[src/rtl/sha256_pkg.sv]
// Shared SHA-256 types, constants and round functions.
// SHA256_SHA224_MODE_EN (optional) uses IV224 for SHA-224 digests.
package sha256_pkg;

  typedef logic [31:0] word_t;

  localparam int NUM_ROUNDS = 64;

  typedef enum logic [1:0] {
    ST_IDLE   = 2'b00,
    ST_ROUNDS = 2'b01,
    ST_UPDATE = 2'b10,
    ST_DONE   = 2'b11
  } state_e;

  // Working variables a..h; the same layout holds H0..H7 so a struct add gives the update.
  typedef struct packed {
    word_t a;
    word_t b;
    word_t c;
    word_t d;
    word_t e;
    word_t f;
    word_t g;
    word_t h;
  } work_t;

  localparam word_t K [0:63] = '{
    32'h428a2f98, 32'h71374491, 32'hb5c0fbcf, 32'he9b5dba5, 32'h3956c25b, 32'h59f111f1, 32'h923f82a4, 32'hab1c5ed5,
    32'hd807aa98, 32'h12835b01, 32'h243185be, 32'h550c7dc3, 32'h72be5d74, 32'h80deb1fe, 32'h9bdc06a7, 32'hc19bf174,
    32'he49b69c1, 32'hefbe4786, 32'h0fc19dc6, 32'h240ca1cc, 32'h2de92c6f, 32'h4a7484aa, 32'h5cb0a9dc, 32'h76f988da,
    32'h983e5152, 32'ha831c66d, 32'hb00327c8, 32'hbf597fc7, 32'hc6e00bf3, 32'hd5a79147, 32'h06ca6351, 32'h14292967,
    32'h27b70a85, 32'h2e1b2138, 32'h4d2c6dfc, 32'h53380d13, 32'h650a7354, 32'h766a0abb, 32'h81c2c92e, 32'h92722c85,
    32'ha2bfe8a1, 32'ha81a664b, 32'hc24b8b70, 32'hc76c51a3, 32'hd192e819, 32'hd6990624, 32'hf40e3585, 32'h106aa070,
    32'h19a4c116, 32'h1e376c08, 32'h2748774c, 32'h34b0bcb5, 32'h391c0cb3, 32'h4ed8aa4a, 32'h5b9cca4f, 32'h682e6ff3,
    32'h748f82ee, 32'h78a5636f, 32'h84c87814, 32'h8cc70208, 32'h90befffa, 32'ha4506ceb, 32'hbef9a3f7, 32'hc67178f2
  };

  localparam word_t IV256 [0:7] = '{
    32'h6a09e667, 32'hbb67ae85, 32'h3c6ef372, 32'ha54ff53a,
    32'h510e527f, 32'h9b05688c, 32'h1f83d9ab, 32'h5be0cd19
  };

  localparam word_t IV224 [0:7] = '{
    32'hc1059ed8, 32'h367cd507, 32'h3070dd17, 32'hf70e5939,
    32'hffc00b31, 32'h68581511, 32'h64f98fa7, 32'hbefa4fa4
  };

  function automatic bit unroll_legal(input int u);
    return (u == 1) || (u == 2) || (u == 4) || (u == 8);
  endfunction

  function automatic word_t ch(input word_t x, input word_t y, input word_t z);
    return (x & y) ^ (~x & z);
  endfunction

  function automatic word_t maj(input word_t x, input word_t y, input word_t z);
    return (x & y) ^ (x & z) ^ (y & z);
  endfunction

  function automatic word_t bsig0(input word_t x);
    return {x[1:0], x[31:2]} ^ {x[12:0], x[31:13]} ^ {x[21:0], x[31:22]};
  endfunction

  function automatic word_t bsig1(input word_t x);
    return {x[5:0], x[31:6]} ^ {x[10:0], x[31:11]} ^ {x[24:0], x[31:25]};
  endfunction

  function automatic word_t ssig0(input word_t x);
    return {x[6:0], x[31:7]} ^ {x[17:0], x[31:18]} ^ (x >> 3);
  endfunction

  function automatic word_t ssig1(input word_t x);
    return {x[16:0], x[31:17]} ^ {x[18:0], x[31:19]} ^ (x >> 10);
  endfunction

  function automatic work_t iv_state(input logic sel224);
    work_t s;
    if (sel224) s = {IV224[0], IV224[1], IV224[2], IV224[3], IV224[4], IV224[5], IV224[6], IV224[7]};
    else        s = {IV256[0], IV256[1], IV256[2], IV256[3], IV256[4], IV256[5], IV256[6], IV256[7]};
    return s;
  endfunction

  function automatic work_t add_state(input work_t x, input work_t y);
    work_t s;
    s.a = x.a + y.a;
    s.b = x.b + y.b;
    s.c = x.c + y.c;
    s.d = x.d + y.d;
    s.e = x.e + y.e;
    s.f = x.f + y.f;
    s.g = x.g + y.g;
    s.h = x.h + y.h;
    return s;
  endfunction

endpackage

[src/rtl/sha256_stream_core_if.sv]
// Block-in / digest-out stream bundle for sha256_stream_core.
// SHA256_SHA224_MODE_EN adds the sha224_sel message-type select.
interface sha256_stream_core_if;
  logic         block_valid;
  logic         block_ready;
  logic [511:0] block_data;
  logic         block_last;
  logic         abort;
  logic         digest_valid;
  logic         digest_ready;
  logic [255:0] digest;
`ifdef SHA256_SHA224_MODE_EN
  logic         sha224_sel;
`endif

  modport master (
`ifdef SHA256_SHA224_MODE_EN
    output sha224_sel,
`endif
    output block_valid, block_data, block_last, abort, digest_ready,
    input  block_ready, digest_valid, digest
  );

  modport slave (
`ifdef SHA256_SHA224_MODE_EN
    input  sha224_sel,
`endif
    input  block_valid, block_data, block_last, abort, digest_ready,
    output block_ready, digest_valid, digest
  );
endinterface

[src/rtl/sha256_round.sv]
// One combinational SHA-256 compression round; chained UNROLL times by the core.
module sha256_round
  import sha256_pkg::*;
(
  input  work_t in_s,
  input  word_t kt,
  input  word_t wt,
  output work_t out_s
);

  word_t t1;
  word_t t2;

  always_comb begin
    t1 = in_s.h + bsig1(in_s.e) + ch(in_s.e, in_s.f, in_s.g) + kt + wt;
    t2 = bsig0(in_s.a) + maj(in_s.a, in_s.b, in_s.c);
    out_s.a = t1 + t2;
    out_s.b = in_s.a;
    out_s.c = in_s.b;
    out_s.d = in_s.c;
    out_s.e = in_s.d + t1;
    out_s.f = in_s.e;
    out_s.g = in_s.f;
    out_s.h = in_s.g;
  end

endmodule

[src/rtl/sha256_stream_core.sv]
// Multi-block SHA-256 core, UNROLL rounds per clock, valid/ready block and digest ports.
// Define SHA256_SHA224_MODE_EN to add per-message SHA-224 selection.
module sha256_stream_core
  import sha256_pkg::*;
#(
  parameter int UNROLL = 1
) (
  input  logic                   clk,
  input  logic                   reset_n,
  sha256_stream_core_if.slave    bus,
  output logic [1:0]             q_state
);

  if (!unroll_legal(UNROLL)) begin : g_bad_unroll
    $error("sha256_stream_core: UNROLL must be 1, 2, 4 or 8");
  end
  if ((NUM_ROUNDS % UNROLL) != 0) begin : g_bad_rounds
    $error("sha256_stream_core: NUM_ROUNDS must be a multiple of UNROLL");
  end

  state_e        state_q, state_d;
  work_t         work_q, work_d;
  work_t         h_q, h_d;
  word_t         w_q [16];
  word_t         w_d [16];
  logic [5:0]    round_cnt_q, round_cnt_d;
  logic          last_q, last_d;
  logic          msg_active_q, msg_active_d;
  logic [255:0]  digest_q, digest_d;
  logic          digest_valid_q, digest_valid_d;
  logic          sel224_q, sel224_d;
  logic          sel224_in;

  word_t         ext [16 + UNROLL];
  word_t         w_next [16];
  work_t         chain [UNROLL + 1];
  work_t         h_new;
  logic          xfer;

`ifdef SHA256_SHA224_MODE_EN
  assign sel224_in = bus.sha224_sel;
`else
  assign sel224_in = 1'b0;
`endif

  // abort blocks acceptance in the same cycle so the aborted message cannot absorb a block.
  assign bus.block_ready  = (state_q == ST_IDLE) && !bus.abort;
  assign bus.digest_valid = digest_valid_q;
  assign bus.digest       = digest_q;
  assign q_state          = state_q;
  assign xfer             = bus.block_valid && bus.block_ready;
  assign h_new            = add_state(h_q, work_q);

  // Schedule window: ext[0] is W[round_cnt]; UNROLL new words are appended and the window slides.
  always_comb begin
    for (int i = 0; i < 16; i++) ext[i] = w_q[i];
    for (int j = 0; j < UNROLL; j++) begin
      ext[16 + j] = ssig1(ext[14 + j]) + ext[9 + j] + ssig0(ext[1 + j]) + ext[j];
    end
    for (int i = 0; i < 16; i++) w_next[i] = ext[i + UNROLL];
  end

  assign chain[0] = work_q;

  for (genvar gi = 0; gi < UNROLL; gi++) begin : g_round
    sha256_round u_round (
      .in_s  (chain[gi]),
      .kt    (K[round_cnt_q + 6'(gi)]),
      .wt    (ext[gi]),
      .out_s (chain[gi + 1])
    );
  end

  always_comb begin
    state_d        = state_q;
    work_d         = work_q;
    h_d            = h_q;
    w_d            = w_q;
    round_cnt_d    = round_cnt_q;
    last_d         = last_q;
    msg_active_d   = msg_active_q;
    digest_d       = digest_q;
    digest_valid_d = digest_valid_q;
    sel224_d       = sel224_q;

    unique case (state_q)
      ST_IDLE: begin
        if (bus.abort) begin
          msg_active_d = 1'b0;
        end else if (xfer) begin
          for (int i = 0; i < 16; i++) w_d[i] = bus.block_data[511 - 32*i -: 32];
          last_d = bus.block_last;
          if (!msg_active_q) begin
            h_d      = iv_state(sel224_in);
            work_d   = iv_state(sel224_in);
            sel224_d = sel224_in;
          end else begin
            work_d = h_q;
          end
          msg_active_d = 1'b1;
          round_cnt_d  = '0;
          state_d      = ST_ROUNDS;
        end
      end
      ST_ROUNDS: begin
        if (bus.abort) begin
          msg_active_d = 1'b0;
          state_d      = ST_IDLE;
        end else begin
          work_d      = chain[UNROLL];
          w_d         = w_next;
          round_cnt_d = round_cnt_q + 6'(UNROLL);
          if (round_cnt_q == 6'(NUM_ROUNDS - UNROLL)) state_d = ST_UPDATE;
        end
      end
      ST_UPDATE: begin
        if (bus.abort) begin
          msg_active_d = 1'b0;
          state_d      = ST_IDLE;
        end else begin
          h_d = h_new;
          if (last_q) begin
            digest_d = h_new;
            if (sel224_q) digest_d[31:0] = '0;
            digest_valid_d = 1'b1;
            msg_active_d   = 1'b0;
            state_d        = ST_DONE;
          end else begin
            state_d = ST_IDLE;
          end
        end
      end
      ST_DONE: begin
        if (bus.digest_ready) begin
          digest_valid_d = 1'b0;
          state_d        = ST_IDLE;
        end
      end
      default: state_d = ST_IDLE;
    endcase
  end

  always_ff @(posedge clk or negedge reset_n) begin
    if (!reset_n) begin
      state_q        <= ST_IDLE;
      work_q         <= '0;
      h_q            <= '0;
      for (int i = 0; i < 16; i++) w_q[i] <= '0;
      round_cnt_q    <= '0;
      last_q         <= 1'b0;
      msg_active_q   <= 1'b0;
      digest_q       <= '0;
      digest_valid_q <= 1'b0;
      sel224_q       <= 1'b0;
    end else begin
      state_q        <= state_d;
      work_q         <= work_d;
      h_q            <= h_d;
      w_q            <= w_d;
      round_cnt_q    <= round_cnt_d;
      last_q         <= last_d;
      msg_active_q   <= msg_active_d;
      digest_q       <= digest_d;
      digest_valid_q <= digest_valid_d;
      sel224_q       <= sel224_d;
    end
  end

endmodule

[src/flat_wrapper.sv]
// flat-port wrapper written by rule: the top's interface ports become plain ports
module sha256_stream_core_flat import sha256_pkg::*;
#(
  parameter int UNROLL = 1
)
  (clk, reset_n, q_state, bus_block_valid, bus_block_data, bus_block_last, bus_abort, bus_digest_ready, bus_block_ready, bus_digest_valid, bus_digest);
  sha256_stream_core_if bus_i ();
  input  logic clk;
  input  logic reset_n;
  output logic [1:0] q_state;
  input wire logic [$bits(bus_i.block_valid)-1:0] bus_block_valid;
  input wire logic [$bits(bus_i.block_data)-1:0] bus_block_data;
  input wire logic [$bits(bus_i.block_last)-1:0] bus_block_last;
  input wire logic [$bits(bus_i.abort)-1:0] bus_abort;
  input wire logic [$bits(bus_i.digest_ready)-1:0] bus_digest_ready;
  output wire logic [$bits(bus_i.block_ready)-1:0] bus_block_ready;
  output wire logic [$bits(bus_i.digest_valid)-1:0] bus_digest_valid;
  output wire logic [$bits(bus_i.digest)-1:0] bus_digest;
  assign bus_i.block_valid = bus_block_valid;
  assign bus_i.block_data = bus_block_data;
  assign bus_i.block_last = bus_block_last;
  assign bus_i.abort = bus_abort;
  assign bus_i.digest_ready = bus_digest_ready;
  assign bus_block_ready = bus_i.block_ready;
  assign bus_digest_valid = bus_i.digest_valid;
  assign bus_digest = bus_i.digest;
  sha256_stream_core #(.UNROLL(UNROLL)) u_core (.clk(clk), .reset_n(reset_n), .bus(bus_i), .q_state(q_state));
endmodule
[config.mk]
export PLATFORM = sky130hd
export DESIGN_NAME = sha256_stream_core_flat
export DESIGN_NICKNAME = d
export VERILOG_FILES = /design/src/rtl/sha256_pkg.sv /design/src/rtl/sha256_stream_core_if.sv /design/src/rtl/sha256_round.sv /design/src/rtl/sha256_stream_core.sv /design/src/flat_wrapper.sv
export SDC_FILE = /design/constraint.sdc
export NUM_CORES = 2
export LEC_CHECK = 0
export ABC_AREA = 1
export ABC_CLOCK_PERIOD_IN_PS = 15350
export CAP_MARGIN = 20
export CORE_MARGIN = 4
export CORE_UTILIZATION = 25
export CTS_CLUSTER_DIAMETER = 80
export DETAILED_ROUTE_END_ITERATION = 6
export PLACE_DENSITY = 0.45
export SYNTH_ARGS = -nofsm -noshare
export SYNTH_HDL_FRONTEND = slang
export SYNTH_SLANG_ARGS = --single-unit
[constraint.sdc]
create_clock -name clk -period 15.35 [get_ports clk]
set_input_delay 2.3025 -clock clk [delete_from_list [all_inputs] [get_ports clk]]
set_output_delay 2.3025 -clock clk [all_outputs]
set_load 0.01 [all_outputs]
# Word-level counts from Yosys, hierarchy flattened
# Memory sizes are Yosys's and may differ from the RTL's.
# Index checks and enable logic that the tools add are counted.
[classes]
reduce_logical = 15
eq_ne = 14
muxes = 35
n_addsub = 19
div_mod_pow = 0
mul = 0
shifts = 0
bitwise = 19
magnitude_cmp = 1
[op_table]
columns = ["op", "n"]
rows = [
  ["$mux 512", 3],
  ["$mux 256", 5],
  ["$pmux 256 s2", 2],
  ["$pmux 512 s2", 1],
  ["$add 32x32->32", 18],
  ["$xor 32x32->32", 9],
  ["$and 32x32->32", 5],
  ["$mux 32", 2],
  ["$not 32->32", 1],
  ["$xor 32x22->32", 1],
  ["$xor 32x29->32", 1],
  ["$reduce_and 4->1", 5],
  ["$mux 6", 3],
  ["$mux 2", 7],
  ["$pmux 6 s2", 1],
  ["$ne 2x2->1 const B", 5],
  ["$ne 3x2->1 const B", 3],
  ["$mux 1", 8],
  ["$pmux 2 s4", 1],
  ["$ge 7x7->1 const B", 1],
  ["$not 6->7", 1],
  ["$add 6x1->6 const B", 1],
  ["$eq 6x6->1 const B", 1],
  ["$reduce_and 3->1", 2],
  ["other kinds (11)", 16],
]
[word_totals]
n_memories = 1
inputBits = 518
reg_bits = 1291
romBits = 2048
ramBits = 0
latch_bits = 0
output_inout_bits = 260
elab_cells = 142
[mem_list]
columns = ["name", "depth", "word_bits", "read_ports", "rd_clocked_by_memory_dff", "wr", "line_no", "rtl"]
rows = [
  ["(no name shown)", 64, 32, 1, 0, 0, "sha256_stream_core.sv:68", ".kt (K[round_cnt_q + 6'(gi)]),"],
]

# Longest topological paths before layout
[depth]
depth_word = 9
depth_mapped = 47
mapped_depth_nobuf = 46

# Modules after synthesis
# Synthesis repeated with hierarchy kept, for this count alone.
[unflattened]
cells_unflattened = 14110
area_unflattened_um2 = 96562.6
[modules_own_cells]
columns = ["module", "seq_area_each_um2", "n_inst", "cells_per_inst", "area_per_inst_um2"]
rows = [
  ["sha256_stream_core", 32306.0, 1, 12358, 84413.5],
  ["sha256_round", 0.0, 1, 1752, 12149.2],
]

# Least setup slack after synthesis
# Ideal clock, no wire load.
[synth_path]
path_type = "reg-to-reg"
from = "reg u_core.round_cnt_q[1]"
to = "reg u_core.work_q, in the netlist u_core.chain[507]"
path_buffers = 1
setup_time_ns = 0.117
stages_incl_launch_ff = 45
required_time_ns = 15.233
synth_period_minus_slack_ns = 6.912
arrival_ns = 6.794
setup_slack_ns = 8.438
path_cell_list = "dfrtp_1 clkbuf_2 inv_1 ha_1 nand2_1 inv_1 nor2_1 inv_1 o21ai_0 nand2_1 nand3_1 o31ai_1 fa_1 inv_1 fa_1 fa_1 inv_1 ha_1 [9 not listed] inv_1 fa_1 inv_1 ha_1 nand2_1 inv_1 nand2_1 nand2_1 a21oi_1 nand2_1 nand2_1 nand3_1 nand2_1 nand2_1 nand2_1 nand3b_1 nand3_1 nand2_1"
[synth_between]
elab_chain_len = 9
[synth_rtl]
columns = ["element", "line_no", "rtl"]
rows = [
  ["from (decl)", "sha256_stream_core.sv:26", "logic [5:0] round_cnt_q, round_cnt_d;"],
  ["from (signal assigned)", "sha256_stream_core.sv:160", "round_cnt_q <= round_cnt_d;"],
  ["$not 6->7 (implied by the code)", "sha256_stream_core.sv:68", ""],
  ["$mem_v2 64x32", "--", ""],
  ["$mux 32 (implied by the code) (2 in a row)", "sha256_stream_core.sv:68", ""],
  ["$add 32x32->32 (2 in a row)", "sha256_round.sv:15", "t1 = in_s.h + bsig1(in_s.e) + ch(in_s.e, in_s.f, in_s.g) + kt + wt;"],
  ["$add 32x32->32", "sha256_round.sv:17", "out_s.a = t1 + t2;"],
  ["$mux 256", "sha256_stream_core.sv:106", "if (bus.abort) begin"],
  ["$pmux 256 s2", "sha256_stream_core.sv:86", "unique case (state_q)"],
  ["to (signal assigned)", "sha256_stream_core.sv:157", "work_q <= work_d;"],
  ["to (decl)", "sha256_stream_core.sv:22", "work_t work_q, work_d;"],
]
# Every way passes these cells. The select of a mux whose other input is x is not followed.
# A chain may end at the register's enable or synchronous reset.

# Final worst setup path
[layout_path]
from = "reg u_core.round_cnt_q[1]"
to = "reg u_core.work_q, in the netlist u_core.chain[501]"
# The elaborated chain is that of the path after synthesis.

==> impl_results.md <==
- Worst slew margin: 0.129
- Die Area: 373000 µm²
- R2r setup slk: 6140 ps
- Crit path max-delay cell type: dfrtp_1
- Hold Crit Start: u_core.bus.digest[51]$_DFFE_PN0P_
- Most used flip-flop cell after synthesis: dfrtp_1
- Synthesis Warnings: 0
- FMAX: 109 MHz
- #FFs+latches synth: 1291
- Maximum buffer depth of the clock tree: 4
- Cell Area, Synth: 90900 µm²
- DR DRC count: 0
- Core area: 362000 µm²
- Outcome: finished, final reports clean
- Min-delay worst type: reg -> reg
- Startpoint types: flop
- Worst-path clk slew: 60 ps
- CTS tree: yes
- Initial Utilization: 0.251
- Commonest non-fill, non-tap cell in the layout: nand2_1
- Max-cap viol count: 0
- H-tree depth: 4
- Post-synthesis sequential area ratio: 0.355
- Total gr overflow: 0
- Worst path most repeated cell: inv_1
- Worst-Margin Slew: 1290 ps
- Share of cells above drive strength 1: 0.0346
- DRT Pass-1 Iters: 6
- Cell family with most CP delay: adder cells
- Final min period: 9210 ps
- Routed wire length: 455 mm
- Hold WS: 476 ps
- Cells on worst reg2reg path: 37
- Clk_skew: 97.7 ps
- Layout Nets: 14.1k
- DR vias: 88.7k
- Buf/Inv on CP: 9
- Initial antenna violation count: 99
- Reg-to-reg endpoint: u_core.chain[501]$_DFFE_PN0P_
- Synth Net Count: 13.8k
- GRT Total Usage: 0.235
- Detailed Route Iter0 Violations: 8203
- Routed Antenna Nets: 0
- Synth Area per Inst: 7.19 µm²
- Die height: 611 µm
- EDFF count, synth: 0
- Worst-Skew Late Latency: 930 ps
- Nature of the critical path endpoint: flop
- Register area: 32300 µm²
- CTS Sinks: 1291
- First-pass GRT wire length: 642 mm
- Max Fanout on Critical Path: 15
- Most frequent cells in the layout: nand2_1 (3788), dfrtp_1 (1289), nor2_1 (1265), inv_1 (1183), o21ai_0 (968)
- Total CTS buffers: 177
- Cell row count: 221
- CP Data Required Time: 16050 ps
- Worst hold path endpoint: u_core.bus.digest[51]$_DFFE_PN0P_
- Hold Crit Depth: 1
- Wirelength per Cell: 25.3 µm
- Setup_tns: 0 ps
- Setup bufs post-CTS: 0
- Final Hold Vio Count: 0
- Finish-stage setup viols: 0
- Arr. time, crit path: 9910 ps
- Worst r2r src: u_core.round_cnt_q[1]$_DFFE_PN0P_
- I/O pin total: 778
- Fillers: 39.9k
- Cell variety after synth: 65
- Largest net degree at the start of global routing: 231
- Synthesis-to-layout area growth: 19.4%
- Cts repair resizes: 0
- Vias in the first global route: 85.6k
- Period utilization: 0.600
- GPL Wtd Cong: 0.957
- Die extent in x: 611 µm
- Ys async rst share: 1.00
- Mapped Cells: 12.6k
- Final HPWL from detailed placement: 358 mm
- Port bufs: 777
- Multi-input gate area: 51100 µm²
- Root Driver: clkbuf_16
- Crit path kind: reg -> reg
- Vias per cell: 4.93
- # hold bufs at CTS: 0
- Final slew viol count: 0
- CP max stage delay: 780 ps
- RSZ-0062 raised after global routing: no
-- worst max path at each step --
| stage | start | to | slack (ps) | depth (start not counted) |
|---|---|---|---|---|
| 2_1_floorplan | u_core.round_cnt_q[1]$_DFFE_PN0P_ | u_core.chain[507]$_DFFE_PN0P_ | 8440 | 44 |
| 3_3_place_gp | u_core.round_cnt_q[1]$_DFFE_PN0P_ | u_core.chain[501]$_DFFE_PN0P_ | 6320 | 37 |
| 3_5_place_dp | u_core.round_cnt_q[1]$_DFFE_PN0P_ | u_core.chain[501]$_DFFE_PN0P_ | 6400 | 36 |
| 4_1_cts | u_core.round_cnt_q[1]$_DFFE_PN0P_ | u_core.chain[501]$_DFFE_PN0P_ | 6330 | 37 |
| 5_1_grt | u_core.round_cnt_q[1]$_DFFE_PN0P_ | u_core.chain[505]$_DFFE_PN0P_ | 5730 | 39 |
| 6_report | u_core.round_cnt_q[1]$_DFFE_PN0P_ | u_core.chain[501]$_DFFE_PN0P_ | 6140 | 37 |
-- worst register-to-register path, delay by kind of cell, from the launching register on --
family	cells	cell delay (ps)
compound gates	8	1680
xor+xnor	1	310
fa+ha+maj	8	3250
buf+inv	9	1170
flops	1	780
simple gates	11	1830
-- routing by layer --
metal,track usage,vias to the layer above,wire (µm)
li1,-,42200,-
met1,0.315,43100,200000
met2,0.379,2771,209000
met3,0.0389,618,27200
met4,0.0896,54,18500
met5,0,-,351
-- flip-flops by register name, indices dropped and copies added (netlist names) --
name and flops:
u_core.bus.digest 256, u_core.last_q 1, u_core.round_cnt_q 6, u_core.q_state 2, u_core.msg_active_q 1, u_core.chain 256, u_core.bus.digest_valid 1, u_core.ext 512
u_core.h_q 256
-- per-stage QoR --
step                      instances  setup slack (ps)   util  area, µm²
after floorplan               12600              8440      -      90900
after global placement        17600              6320  0.283     103000
after detailed placement      17600              6400  0.283     103000
after CTS                     17900              6330  0.299     108000
after global routing          18000              5730  0.299     108000
final                         18000              6140  0.300     109000
-- Yosys cell counts (12+ instances only) --
master / count / area share
nand2_1: 3789 / 0.16
dfrtp_1: 1291 / 0.36
nor2_1: 1265 / 0.052
inv_1: 1186 / 0.049
o21ai_0: 968 / 0.053
a21oi_1: 687 / 0.038
a31oi_1: 524 / 0.036
ha_1: 397 / 0.055
clkbuf_1: 387 / 0.016
nand3_1: 381 / 0.021
xor2_1: 249 / 0.024
buf_2: 213 / 0.012
fa_1: 195 / 0.043
xnor2_1: 179 / 0.017
o211ai_1: 152 / 0.013
nor3_1: 87 / 0.0048
nand4_1: 79 / 0.0054
o21bai_1: 78 / 0.0064
o21ai_1: 67 / 0.0037
buf_4: 57 / 0.0047
a21o_1: 48 / 0.0040
o221ai_1: 43 / 0.0041
o21a_1: 34 / 0.0028
nand3b_1: 30 / 0.0025
a22o_1: 28 / 0.0027
buf_1: 23 / 0.00095
a21boi_0: 18 / 0.0015
o22ai_1: 16 / 0.0011
o31ai_1: 16 / 0.0013
a21oi_2: 15 / 0.0014
nor4_1: 12 / 0.00083
-- layout make-up --
cell class	instances	area share
Multi-Input combinational cell	9473	0.471
Sequential cell	1291	0.298
Timing Repair Buffer	884	0.0809
Tap cell	4794	0.0553
Clock buffer	248	0.0463
Inverter	1195	0.0416
Clock inverter	60	0.00622
Antenna cell	44	0.00101
-- cell families (layout without fill, tap and decap cells) --
kind of cell / count (synthesis) / after routing / synth area share
AND/OR/NAND/NOR: 5687 / 5687 / 0.247
AO/OA/AOI/OAI: 2766 / 2766 / 0.176
buffers and inverters: 1877 / 2387 / 0.0829
flip-flops: 1291 / 1291 / 0.355
adder cells (fa/ha/maj): 592 / 592 / 0.0976
XOR/XNOR: 428 / 428 / 0.0412
other: 0 / 44 / 0
Power is not shown: default switching activity piles up to over one toggle a cycle in this logic, so the estimate is an artifact.
